### config.mk
export PLATFORM = sky130hd
export DESIGN_NAME = mode6_sub_ctrl
export DESIGN_NICKNAME = d
export VERILOG_FILES = /design/src/rtl/mode6_sub_ctrl_pkg.sv /design/src/rtl/mode6_sub_skid_fifo.sv /design/src/rtl/mode6_sub_ctrl.sv
export SDC_FILE = /design/constraint.sdc
export NUM_CORES = 1
export LEC_CHECK = 0
export CAP_MARGIN = 20
export CORE_AREA = 2 2 222 224
export DETAILED_ROUTE_END_ITERATION = 6
export DIE_AREA = 0 0 224 226
export PLACE_DENSITY = 0.61
export SLEW_MARGIN = 5
export SYNTH_ARGS = -nofsm -noshare
export SYNTH_HDL_FRONTEND = slang
export SYNTH_HIERARCHICAL = 1
export SYNTH_SLANG_ARGS = --single-unit
export TNS_END_PERCENT = 30
### constraint.sdc
create_clock -name clk -period 20.7 [get_ports clk]
set_clock_uncertainty 0.1 [all_clocks]
set_input_delay 5.175 -clock clk [delete_from_list [all_inputs] [get_ports clk]]
set_output_delay 5.175 -clock clk [all_outputs]
set_load 0.05 [all_outputs]
### src/rtl/mode6_sub_ctrl_pkg.sv
// Shared types and constants for the mode-6 subtract sequencer and its output FIFO.
package mode6_sub_ctrl_pkg;
  localparam int DEF_DATAWIDTH = 16;
  localparam int DEF_NUM_LANES = 8;
  localparam int DEF_LEN_WIDTH = 10;
  localparam int BEAT_W        = DEF_NUM_LANES * DEF_DATAWIDTH;
  localparam int FIFO_DEPTH    = 2;

  typedef enum logic [2:0] {
    IDLE     = 3'd0,
    WAIT_MAX = 3'd1,
    RUN      = 3'd2,
    DRAIN    = 3'd3,
    DONE     = 3'd4
  } state_t;
endpackage

### src/rtl/mode6_sub_skid_fifo.sv
// Two-entry beat FIFO that absorbs downstream backpressure; head is always on dout.
module mode6_sub_skid_fifo
  import mode6_sub_ctrl_pkg::*;
#(
  parameter int W = BEAT_W
) (
  input  logic         clk,
  input  logic         rst,
  input  logic         push,
  input  logic         pop,
  input  logic [W-1:0] din,
  output logic [W-1:0] dout,
  output logic [1:0]   count
);
  logic [W-1:0] mem [FIFO_DEPTH];
  logic         wr_ptr;
  logic         rd_ptr;

  always_ff @(posedge clk or posedge rst) begin
    if (rst) begin
      mem[0] <= '0;
      mem[1] <= '0;
      wr_ptr <= 1'b0;
      rd_ptr <= 1'b0;
      count  <= '0;
    end else begin
      if (push) begin
        mem[wr_ptr] <= din;
        wr_ptr      <= ~wr_ptr;
      end
      if (pop) rd_ptr <= ~rd_ptr;
      count <= count + 2'(push) - 2'(pop);
    end
  end

  assign dout = mem[rd_ptr];
endmodule

### src/rtl/mode6_sub_ctrl.sv
// Mode-6 (a - max) subtract sequencer: latches the row max, streams beats through the
// subtract lanes into a 2-entry FIFO. Optional MODE6_SUB_STATUS_EN adds sticky row status.
// Handshake: a beat transfers on a cycle where out_valid && out_ready; out_valid never
// drops and out_data never changes until that transfer happens.
module mode6_sub_ctrl
  import mode6_sub_ctrl_pkg::*;
#(
  parameter int DATAWIDTH = DEF_DATAWIDTH,
  parameter int NUM_LANES = DEF_NUM_LANES,
  parameter int LEN_WIDTH = DEF_LEN_WIDTH
) (
  input  logic                           clk,
  input  logic                           reset,
  input  logic                           start,
  input  logic [LEN_WIDTH-1:0]           num_beats,
  input  logic [DATAWIDTH-1:0]           max_in,
  input  logic                           max_valid,
  output logic                           rd_en,
  output logic [LEN_WIDTH-1:0]           rd_addr,
  input  logic [NUM_LANES*DATAWIDTH-1:0] rd_data,
  output logic [NUM_LANES*DATAWIDTH-1:0] sub_a,
  output logic [DATAWIDTH-1:0]           sub_b,
  input  logic [NUM_LANES*DATAWIDTH-1:0] sub_z,
  output logic [NUM_LANES*DATAWIDTH-1:0] out_data,
  output logic                           out_valid,
  input  logic                           out_ready,
  output logic                           busy,
  output logic                           done,
`ifdef MODE6_SUB_STATUS_EN
  input  logic [NUM_LANES*8-1:0]         sub_status,
  output logic [7:0]                     row_status,
`endif
  output logic [2:0]                     state_dbg
);
  state_t               state, state_nx;
  logic [DATAWIDTH-1:0] max_q;
  logic [LEN_WIDTH-1:0] num_q;
  logic [LEN_WIDTH-1:0] issued;
  logic                 rd_valid;
  logic                 pop;
  logic [1:0]           fifo_count;
  logic                 drain_clear;

  assign pop       = out_valid & out_ready;
  assign out_valid = (fifo_count != 2'd0);
  assign sub_a     = rd_data;
  assign sub_b     = max_q;
  assign rd_addr   = issued;
  assign busy      = (state != IDLE);
  assign done      = (state == DONE);
  assign state_dbg = state;

  // Count this cycle's pop as free space so a steady stream sustains one beat per cycle.
  assign rd_en = (state == RUN) && (issued != num_q) &&
                 (({1'b0, fifo_count} + {2'b00, rd_valid}) < (3'd2 + {2'b00, pop}));

  // Row is finished once nothing is in flight and the FIFO empties this cycle.
  assign drain_clear = !rd_valid &&
                       ((fifo_count == 2'd0) || (fifo_count == 2'd1 && pop));

  always_comb begin
    state_nx = state;
    case (state)
      IDLE:     if (start) state_nx = WAIT_MAX;
      WAIT_MAX: if (max_valid) state_nx = (num_q == '0) ? DONE : RUN;
      RUN:      if (issued == num_q) state_nx = DRAIN;
      DRAIN:    if (drain_clear) state_nx = DONE;
      DONE:     state_nx = IDLE;
      default:  state_nx = IDLE;
    endcase
  end

  always_ff @(posedge clk or posedge reset) begin
    if (reset) begin
      state    <= IDLE;
      max_q    <= '0;
      num_q    <= '0;
      issued   <= '0;
      rd_valid <= 1'b0;
    end else begin
      state    <= state_nx;
      rd_valid <= rd_en;
      if (state == IDLE && start) begin
        num_q  <= num_beats;
        issued <= '0;
      end else if (rd_en) begin
        issued <= issued + LEN_WIDTH'(1);
      end
      if (state == WAIT_MAX && max_valid) max_q <= max_in;
    end
  end

  mode6_sub_skid_fifo #(
    .W(NUM_LANES*DATAWIDTH)
  ) u_fifo (
    .clk  (clk),
    .rst  (reset),
    .push (rd_valid),
    .pop  (pop),
    .din  (sub_z),
    .dout (out_data),
    .count(fifo_count)
  );

`ifdef MODE6_SUB_STATUS_EN
  logic [7:0] lane_or;

  always_comb begin
    lane_or = '0;
    for (int i = 0; i < NUM_LANES; i++) lane_or = lane_or | sub_status[i*8 +: 8];
  end

  always_ff @(posedge clk or posedge reset) begin
    if (reset) row_status <= '0;
    else if (state == IDLE && start) row_status <= '0;
    else if (rd_valid) row_status <= row_status | lane_or;
  end
`endif
endmodule

==> run_results.csv, run 1 <==
group,metric,value,unit
drt,totalWireLength,38300,um
placement,dp.cells,1762,
run_status,status,"finished, final reports clean",
critical_path,start_kind,"primary input",
sta,relSlewSlack,35.0,%
final_layout,final_nets,1472,
drt,drt_iter0_markers,285,
synthesis,syn_area_per_cell,15.4,um^2
flow_run,maxCapViolations,0,
placement,port_buffers,319,
synthesis,syn_inst,984,
pwr,p_leak,0.00833,uW
die,rows,81,
critical_path,cp_cell_sequence,"clkdlybuf4s50_1, o21ai_0, o21ai_0, nor2b_1, nand2_2, inv_2, clkdlybuf4s50_1",
critical_path,crit_family,"buffers and inverters",
synthesis,syn-num-nets,1276,
drt,vias,8391,
die,core_area,48300,um^2
clock_tree,cts_max_level,2,
drt,drc,0,
final_layout,post_route_cells_drive_above_1_share,39.4,%
pwr,power_density,213,nW/um^2
clock_tree,cts_resized,0,
drt,ant_nets,0,
sta,max_freq,0.0787,GHz
synthesis,synth.distinct_cells,42,
final_layout,area_growth,25.8,%
sta,final_hold_viol_count,0,
drt,drtPass1Iterations,4,
sta,period_needed,12710,ps
global_route,first_global_vias,9207,
clock_tree,cts_made_buffers,38,
placement,place.gp.congestion,0.746,
final_layout,fin_cells,1829,
sta,worst_slew_pin_slew,976,ps
pwr,peakVddDrop,0.0000744,V
die,dieArea,50600,um^2
die,die_x,224,um
sta,finalSetupTns,0,ps
placement,dp_hpwl,25900,um
clock_tree,clk_pin_slew,60,ps
clock_tree,cts_tree,"built",
critical_path,cp_max_fo,7,
critical_path,critPathMaxStageDelay,830,ps
final_layout,antenna-diode-count,0,
clock_tree,clock-sinks,300,
clock_tree,clock-root-buffer,"clkbuf_16",
die,dieHeight,226,um
worst_hold_path,hold-path-cell-count,1,
global_route,grt_max_degree,126,
critical_path,crit_buf_inv,3,
synthesis,ys_seq_area_share,49.6,%
critical_path,critical_path_depth,7,
drt,viasPerCell,4.59,
die,start_util,31.3,%
synthesis,ys_async_sr_fraction,100,%
clock_tree,clockBufferDepth,3,
synthesis,ys.flop_type,"dfrtp_1",
global_route,overflow,0,
clock_tree,clk_latency,540,ps
global_route,grt_pass1_wl,58200,um
clock_tree,postCtsHoldBufs,0,
critical_path,rr_worst_depth,4,
synthesis,ys_ff_latch,300,
sta,drv_slew,0,
sta,rsz0062_at_grt,"false",
die,ios,576,
critical_path,cpMaxStageDelayCell,"clkdlybuf4s50_1",
critical_path,critPathCaptureType,"primary output",
clock_tree,post_cts.repair.setup_buffers,0,
critical_path,arrival,7430,ps
sta,setup_viol_count_final,0,
critical_path,criticalPathCategory,"primary input to primary output",
sta,min_period_over_period,61.4,%
synthesis,synth-edff-count,0,
global_route,track_usage,14.9,%
critical_path,cp.required,15430,ps
synthesis,ys_warn_count,6,
global_route,antenna_found_initial,2,
worst_hold_path,hp-class,"flip-flop to flip-flop",
drt,wl_per_cell,21.0,um
synthesis,synth.cell_area,15100,um^2
## power by group
group          switching [uW]  leakage [uW]  internal, uW
combinational            1250       0.00413          1040
sequential                179       0.00357           885
clock                     264      0.000630           436
total                    1690       0.00833          2360
## cell usage after synthesis, drive strengths merged (2+ instances only)
master | count | share of area (%)
or2 | 2 | 0.083
nor2b | 2 | 0.13
ha | 5 | 0.41
o31ai | 2 | 0.099
inv | 9 | 0.22
mux2 | 411 | 36
nand4 | 2 | 0.083
o21ai | 5 | 0.17
a31oi | 2 | 0.083
a21oi | 3 | 0.12
mux2i | 2 | 0.13
buf | 174 | 9.9
nor2 | 6 | 0.15
nand2 | 12 | 0.33
xor2 | 4 | 0.23
dfrtp | 300 | 50
a221o | 2 | 0.13
or4 | 2 | 0.099
nand3 | 6 | 0.20
o2bb2ai | 2 | 0.12
nor3 | 8 | 0.30
nor3b | 2 | 0.13
nor4 | 2 | 0.083
xnor2 | 13 | 0.75
## sequential cells by signal (all words and copies together), names as in the netlist
register,count
u_fifo/count,2
sub_b,16
u_fifo/wr_ptr,1
rd_valid,1
state_dbg,3
num_q,10
u_fifo/rd_ptr,1
rd_addr,10
u_fifo/mem,256
## worst paths after layout
kind / slack, ps / end / start
worst max register to register: 17870 / u_fifo/mem[252] / rd_valid
worst min-delay path: 380 / u_fifo/mem[134] / u_fifo/mem[134]
max in group asynchronous: 13810 / u_fifo/mem[77] / reset
min in group asynchronous: 4970 / sub_b[8] / reset
worst max-delay path: 7990 / rd_en / out_ready
worst min register to register: 380 / u_fifo/mem[134] / u_fifo/mem[134]
## layer usage
| layer | global-route usage [%] | vias up | routed length [um] |
|---|---|---|---|
| met3 | 6.17 | 88 | 3540 |
| met4 | 5.42 | 6 | 1050 |
| met1 | 18.3 | 4258 | 15900 |
| met5 | 0.978 | - | 92 |
| li1 | - | 3719 | - |
| met2 | 23.5 | 320 | 17800 |
## placed cells by master (no fill, tap or decap), types with 3 or more instances in the layout
| cell | Yosys | layout |
|---|---|---|
| ha_1 | 5 | 5 |
| mux2_4 | 220 | 220 |
| mux2_1 | 20 | 20 |
| clkinv_2 | 0 | 7 |
| nor3_1 | 7 | 7 |
| nor2_1 | 6 | 6 |
| mux2_2 | 171 | 171 |
| nand3_1 | 6 | 6 |
| xnor2_1 | 13 | 13 |
| inv_1 | 8 | 7 |
| clkinvlp_4 | 0 | 6 |
| clkbuf_8 | 0 | 3 |
| buf_4 | 131 | 11 |
| xor2_1 | 4 | 4 |
| clkbuf_1 | 0 | 5 |
| clkbuf_16 | 0 | 38 |
| o21ai_0 | 5 | 5 |
| clkdlybuf4s50_1 | 0 | 319 |
| nand2_1 | 10 | 10 |
| dfrtp_1 | 300 | 299 |
| bufinv_16 | 0 | 7 |
## through the flow
| step | cell area [um^2] | utilization, % | total power (uW) | hold slack [ps] | setup WS, ps |
|---|---|---|---|---|---|
| global route | 19000 | 39.3 | 4250 | 393 | 7850 |
| floorplan | 15100 | - | 2840 | 354 | 8270 |
| CTS | 19000 | 39.3 | 4110 | 388 | 8000 |
| finish | 19000 | 39.3 | 4050 | 380 | 7990 |
| global placement | 17700 | 36.6 | 3350 | 363 | 7980 |
| detailed placement | 17700 | 36.6 | 3370 | 375 | 8000 |
## cell type report
| class | instances | area [um^2] |
|---|---|---|
| inverter | 9 | 41.3 |
| sequential | 300 | 7510 |
| clock inverter | 21 | 307 |
| timing repair buffer | 330 | 3280 |
| fill | 4508 | 29300 |
| tap | 622 | 778 |
| clock buffer | 46 | 1010 |
| multi-input combinational | 501 | 6100 |
## cells by family (layout without fill, tap and decap cells)
| family | Yosys count | count (layout) | synth area share [%] |
|---|---|---|---|
| AOI/OAI and AO/OA | 20 | 20 | 0.935 |
| muxes | 413 | 413 | 36.2 |
| buffers and inverters | 183 | 406 | 10.1 |
| adders and majority gates | 5 | 5 | 0.414 |
| DFF | 300 | 300 | 49.6 |
| xor gates and xnor gates | 17 | 17 | 0.984 |
| and+or+nand+nor | 46 | 46 | 1.70 |
Power figures use the tool's default switching activity.
==> inputs of run 2 (changes only) <==
clock period = 11.7 ns   (was 20.7 ns; I/O delays follow)
==> run_results.csv, run 2 (synthesis results as in run 1) <==
group,metric,value,unit
die,dieArea,50600,um^2
final_layout,regArea,7510,um^2
critical_path,arrival,5220,ps
sta,rsz0062_at_grt,"false",
critical_path,start_kind,"primary input",
die,dieHeight,226,um
pwr,finalPower,7050,uW
final_layout,layout_common_cells,"clkdlybuf4s50_1, dfrtp_1, mux2_4",
sta,min_period_over_period,70.4,%
sta,max_freq,0.121,GHz
drt,totalWireLength,38500,um
final_layout,top_register,"u_fifo/mem",
final_layout,post_route_cells_drive_above_1_share,38.8,%
critical_path,criticalPathCategory,"primary input to primary output",
sta,setup_viol_count_final,0,
sta,finalSetupTns,0,ps
placement,port_buffers,319,
critical_path,r2r_slack,8440,ps
final_layout,final_nets,1471,
drt,drc,0,
global_route,grt_pass1_wl,58200,um
clock_tree,clk_pin_slew,50,ps
clock_tree,cts_tree,"built",
pwr,power_density,373,nW/um^2
sta,relSlewSlack,33.4,%
final_layout,largest_reg_flops,256,
drt,viasPerCell,4.58,
final_layout,antenna-diode-count,0,
die,ios,576,
clock_tree,clock-sinks,300,
clock_tree,cts_made_buffers,37,
pwr,peakVddDrop,0.000154,V
clock_tree,post_cts.repair.setup_buffers,0,
critical_path,cp_max_fo,7,
final_layout,area_growth,24.9,%
die,die_x,224,um
flow_run,maxCapViolations,0,
global_route,track_usage,14.9,%
die,rows,81,
drt,drt_iter0_markers,290,
placement,dp_hpwl,26000,um
critical_path,critPathCaptureType,"primary output",
drt,wl_per_cell,21.1,um
global_route,antenna_found_initial,0,
critical_path,cp.required,8680,ps
final_layout,multi_input_area,6100,um^2
sta,drv_slew,0,
sta,final_hold_viol_count,0,
clock_tree,postCtsHoldBufs,0,
die,core_area,48300,um^2
clock_tree,clk_latency,550,ps
global_route,overflow,0,
worst_hold_path,hp-class,"flip-flop to flip-flop",
die,start_util,31.3,%
final_layout,layout_commonest_cell,"clkdlybuf4s50_1",
pwr,p_leak,0.00829,uW
sta,period_needed,8240,ps
drt,vias,8369,
placement,place.gp.congestion,0.747,
clock_tree,cts_resized,0,
final_layout,fin_util,39.1,%
final_layout,fillers,4536,
global_route,first_global_vias,9255,
global_route,grt_max_degree,131,
drt,drtPass1Iterations,6,
run_status,status,"finished, final reports clean",
sta,worst_slew_pin_slew,999,ps
drt,ant_nets,0,
clock_tree,clock-root-buffer,"clkbuf_16",
clock_tree,clockBufferDepth,3,
clock_tree,cts_max_level,2,
-- run 2: worst max-delay path, cell delays in order --
cell and delay, ps:
clkdlybuf4s50_1 490, o21ai_0 120, o21ai_0 230, nor2b_1 360, nand2_2 130, inv_2 140, clkdlybuf4s50_1 830
-- run 2: report_power, final --
group | internal [uW] | total, uW | switching [uW]
Combinational | 1840 | 4060 | 2220
Clock | 656 | 1110 | 451
Sequential | 1570 | 1880 | 313
-- run 2: final cells by class --
class | count | area share, %
Inverter | 9 | 0.219
Multi-Input combinational cell | 501 | 32.3
Clock buffer | 59 | 5.92
Clock inverter | 7 | 0.325
Sequential cell | 300 | 39.8
Tap cell | 622 | 4.12
Timing Repair Buffer | 330 | 17.4
-- run 2: path summary, 6_finish.rpt --
kind,startpoint,to,depth (start not counted)
worst min-delay path,u_fifo/mem[146],u_fifo/mem[146],1
worst max register to register,rd_valid,u_fifo/mem[250],4
min in group asynchronous,reset,sub_b[1],2
worst min register to register,u_fifo/mem[146],u_fifo/mem[146],1
worst max-delay path,out_ready,rd_en,7
max in group asynchronous,reset,u_fifo/mem[236],3
-- run 2: per-layer routing --
metal,global-route usage [%],up-vias,part of all wire (%)
met1,18.4,4226,42
met3,6.05,84,9.0
met2,23.4,335,46
li1,-,3722,-
met4,5.31,2,2.7
met5,0.978,-,0.18
-- run 2: stage by stage --
stage	instances	hold WS [ps]	worst slack [ps]	cell area, um^2
after CTS	1828	386	3450	18900
after global placement	1761	363	3480	17700
after global routing	1828	397	3300	18900
final	1828	381	3460	18900
after detailed placement	1762	373	3460	17700
after floorplan	984	354	1520	15100
==> inputs of run 3 (changes only) <==
PLACE_DENSITY = 0.64   (was 0.61)
clock period = 7.47 ns   (was 11.7 ns; I/O delays follow)
==> run_results.csv, run 3 (synthesis results as in run 1) <==
group,metric,value,unit
run_status,status,"finished, final reports clean",
sta,timing.hold.ws,380,ps
final_layout,post_route_cells_drive_above_1_share,38.9,%
critical_path,critPathMaxStageDelay,820,ps
pwr,peakVddDrop,0.000304,V
pwr,clkPwrFrac,16.4,%
pwr,power_density,587,nW/um^2
die,die_x,224,um
drt,ant_nets,0,
global_route,first_global_vias,9241,
drt,viasPerCell,4.58,
critical_path,cp_cell_sequence,"clkdlybuf4s50_1, o21ai_0, o21ai_0, nor2b_1, nand2_2, inv_2, clkdlybuf4s50_1",
final_layout,layout_common_cells,"clkdlybuf4s50_1, dfrtp_1, mux2_4",
final_layout,fillers,4523,
critical_path,start_kind,"primary input",
clock_tree,clock-root-buffer,"clkbuf_16",
clock_tree,cts_resized,0,
global_route,overflow,0,
clock_tree,cts_max_level,2,
pwr,p_leak,0.00831,uW
drt,drc,0,
pwr,pwr-share-seq,26.7,%
drt,drtPass1Iterations,4,
critical_path,r2r-end,"u_fifo/mem[109]",
critical_path,r2r_slack,4650,ps
final_layout,multi_input_area,6100,um^2
worst_hold_path,hold-path-cell-count,1,
worst_hold_path,hp-class,"flip-flop to flip-flop",
placement,port_buffers,319,
critical_path,arrival,4120,ps
pwr,power_frac_comb,56.9,%
flow_run,maxCapViolations,0,
final_layout,regArea,7510,um^2
pwr,switching_share,41.9,%
final_layout,area_growth,25.3,%
sta,relSlewSlack,31.2,%
placement,place.gp.congestion,0.796,
global_route,antenna_found_initial,2,
sta,period_needed,6090,ps
drt,wl_per_cell,21.9,um
sta,setup_viol_count_final,0,
die,core_area,48300,um^2
pwr,switchingPower,4660,uW
die,start_util,31.3,%
drt,vias,8360,
sta,rsz0062_at_grt,"false",
global_route,grt_max_degree,141,
critical_path,criticalPathCategory,"primary input to primary output",
sta,worst_slew_pin_slew,1030,ps
drt,drt_iter0_markers,398,
sta,final_hold_viol_count,0,
placement,dp_hpwl,27400,um
global_route,grt_pass1_wl,60300,um
critical_path,cp.required,5500,ps
clock_tree,postCtsHoldBufs,0,
worst_hold_path,min-delay-start,"u_fifo/mem[129]",
sta,min_period_over_period,81.5,%
final_layout,layout_commonest_cell,"clkdlybuf4s50_1",
critical_path,cp_max_fo,7,
critical_path,rr_worst_depth,3,
drt,totalWireLength,40000,um
sta,max_freq,0.164,GHz
final_layout,antenna-diode-count,0,
clock_tree,clockBufferDepth,3,
clock_tree,clk_pin_slew,50,ps
clock_tree,cts_tree,"built",
die,rows,81,
critical_path,r2r_start,"rd_valid",
sta,finalSetupTns,0,ps
critical_path,cp-startpoint,"out_ready",
die,ios,576,
final_layout,final_nets,1469,
critical_path,cpMaxStageDelayCell,"clkdlybuf4s50_1",
clock_tree,clock-sinks,300,
final_layout,top_register,"u_fifo/mem",
die,dieArea,50600,um^2
clock_tree,post_cts.repair.setup_buffers,0,
pwr,intPower,6470,uW
worst_hold_path,holdPathEnd,"u_fifo/mem[129]",
sta,drv_slew,0,
clock_tree,cts_made_buffers,37,
clock_tree,clk_latency,530,ps
critical_path,critPathCaptureType,"primary output",
final_layout,largest_reg_flops,256,
global_route,track_usage,15.6,%
die,dieHeight,226,um
[run 3: changes by cell type in the layout (fill, tap and decap cells not counted), sizes merged]
cell      delta
buf          -2
clkinv       -1
inv          -1
clkinvlp     +2
bufinv       +3
clkbuf       -5
[run 3: final cells by class]
| class | instances | area share, % |
|---|---|---|
| multi-input cells | 501 | 32.2 |
| well taps | 622 | 4.10 |
| repair buffers | 328 | 17.4 |
| clock buffers | 54 | 5.81 |
| flip-flops and latches | 300 | 39.6 |
| clock inverters | 10 | 0.693 |
| inverters | 9 | 0.198 |
[run 3: through the flow]
step,power (uW),util [%],cells,setup WS [ps],area [um^2]
detailed placement,9350,36.7,1760,1360,17700
floorplan,7860,-,984,2070,15100
global placement,9280,36.6,1759,1360,17700
CTS,11300,39.2,1824,1350,19000
finish,11100,39.2,1824,1380,19000
global route,11700,39.2,1824,1210,19000
[run 3: power by group through the flow]
stage	combinational [uW]	sequential, uW	clock, uW
floorplan	4880	2980	0
detailed placement	6370	2990	0
CTS	6400	2980	1900
global placement	6340	2940	0
global route	6620	3090	1960
finish	6330	2970	1820
[run 3: how the worst max path moves through the flow]
stage                            to  slack (ps)  cells past startpoint
floorplan           u_fifo/count[0]        2070                      1
finish                        rd_en        1380                      7
detailed placement            rd_en        1360                      7
global placement              rd_en        1360                      7
CTS                           rd_en        1350                      7
global route                  rd_en        1210                      7
[run 3: worst max-delay path, delay by kind of cell]
kind,cells,cell delay (ps)
compound gates,2,330
buf+inv,3,1440
simple gates,2,480
[run 3: per-layer routing]
| layer | routed length, um | vias to the layer above | global-route usage [%] |
|---|---|---|---|
| li1 | - | 3700 | - |
| met4 | 847 | 2 | 4.30 |
| met5 | 46 | - | 0.880 |
| met1 | 16500 | 4221 | 19.0 |
| met2 | 18100 | 362 | 24.0 |
| met3 | 4540 | 75 | 8.20 |
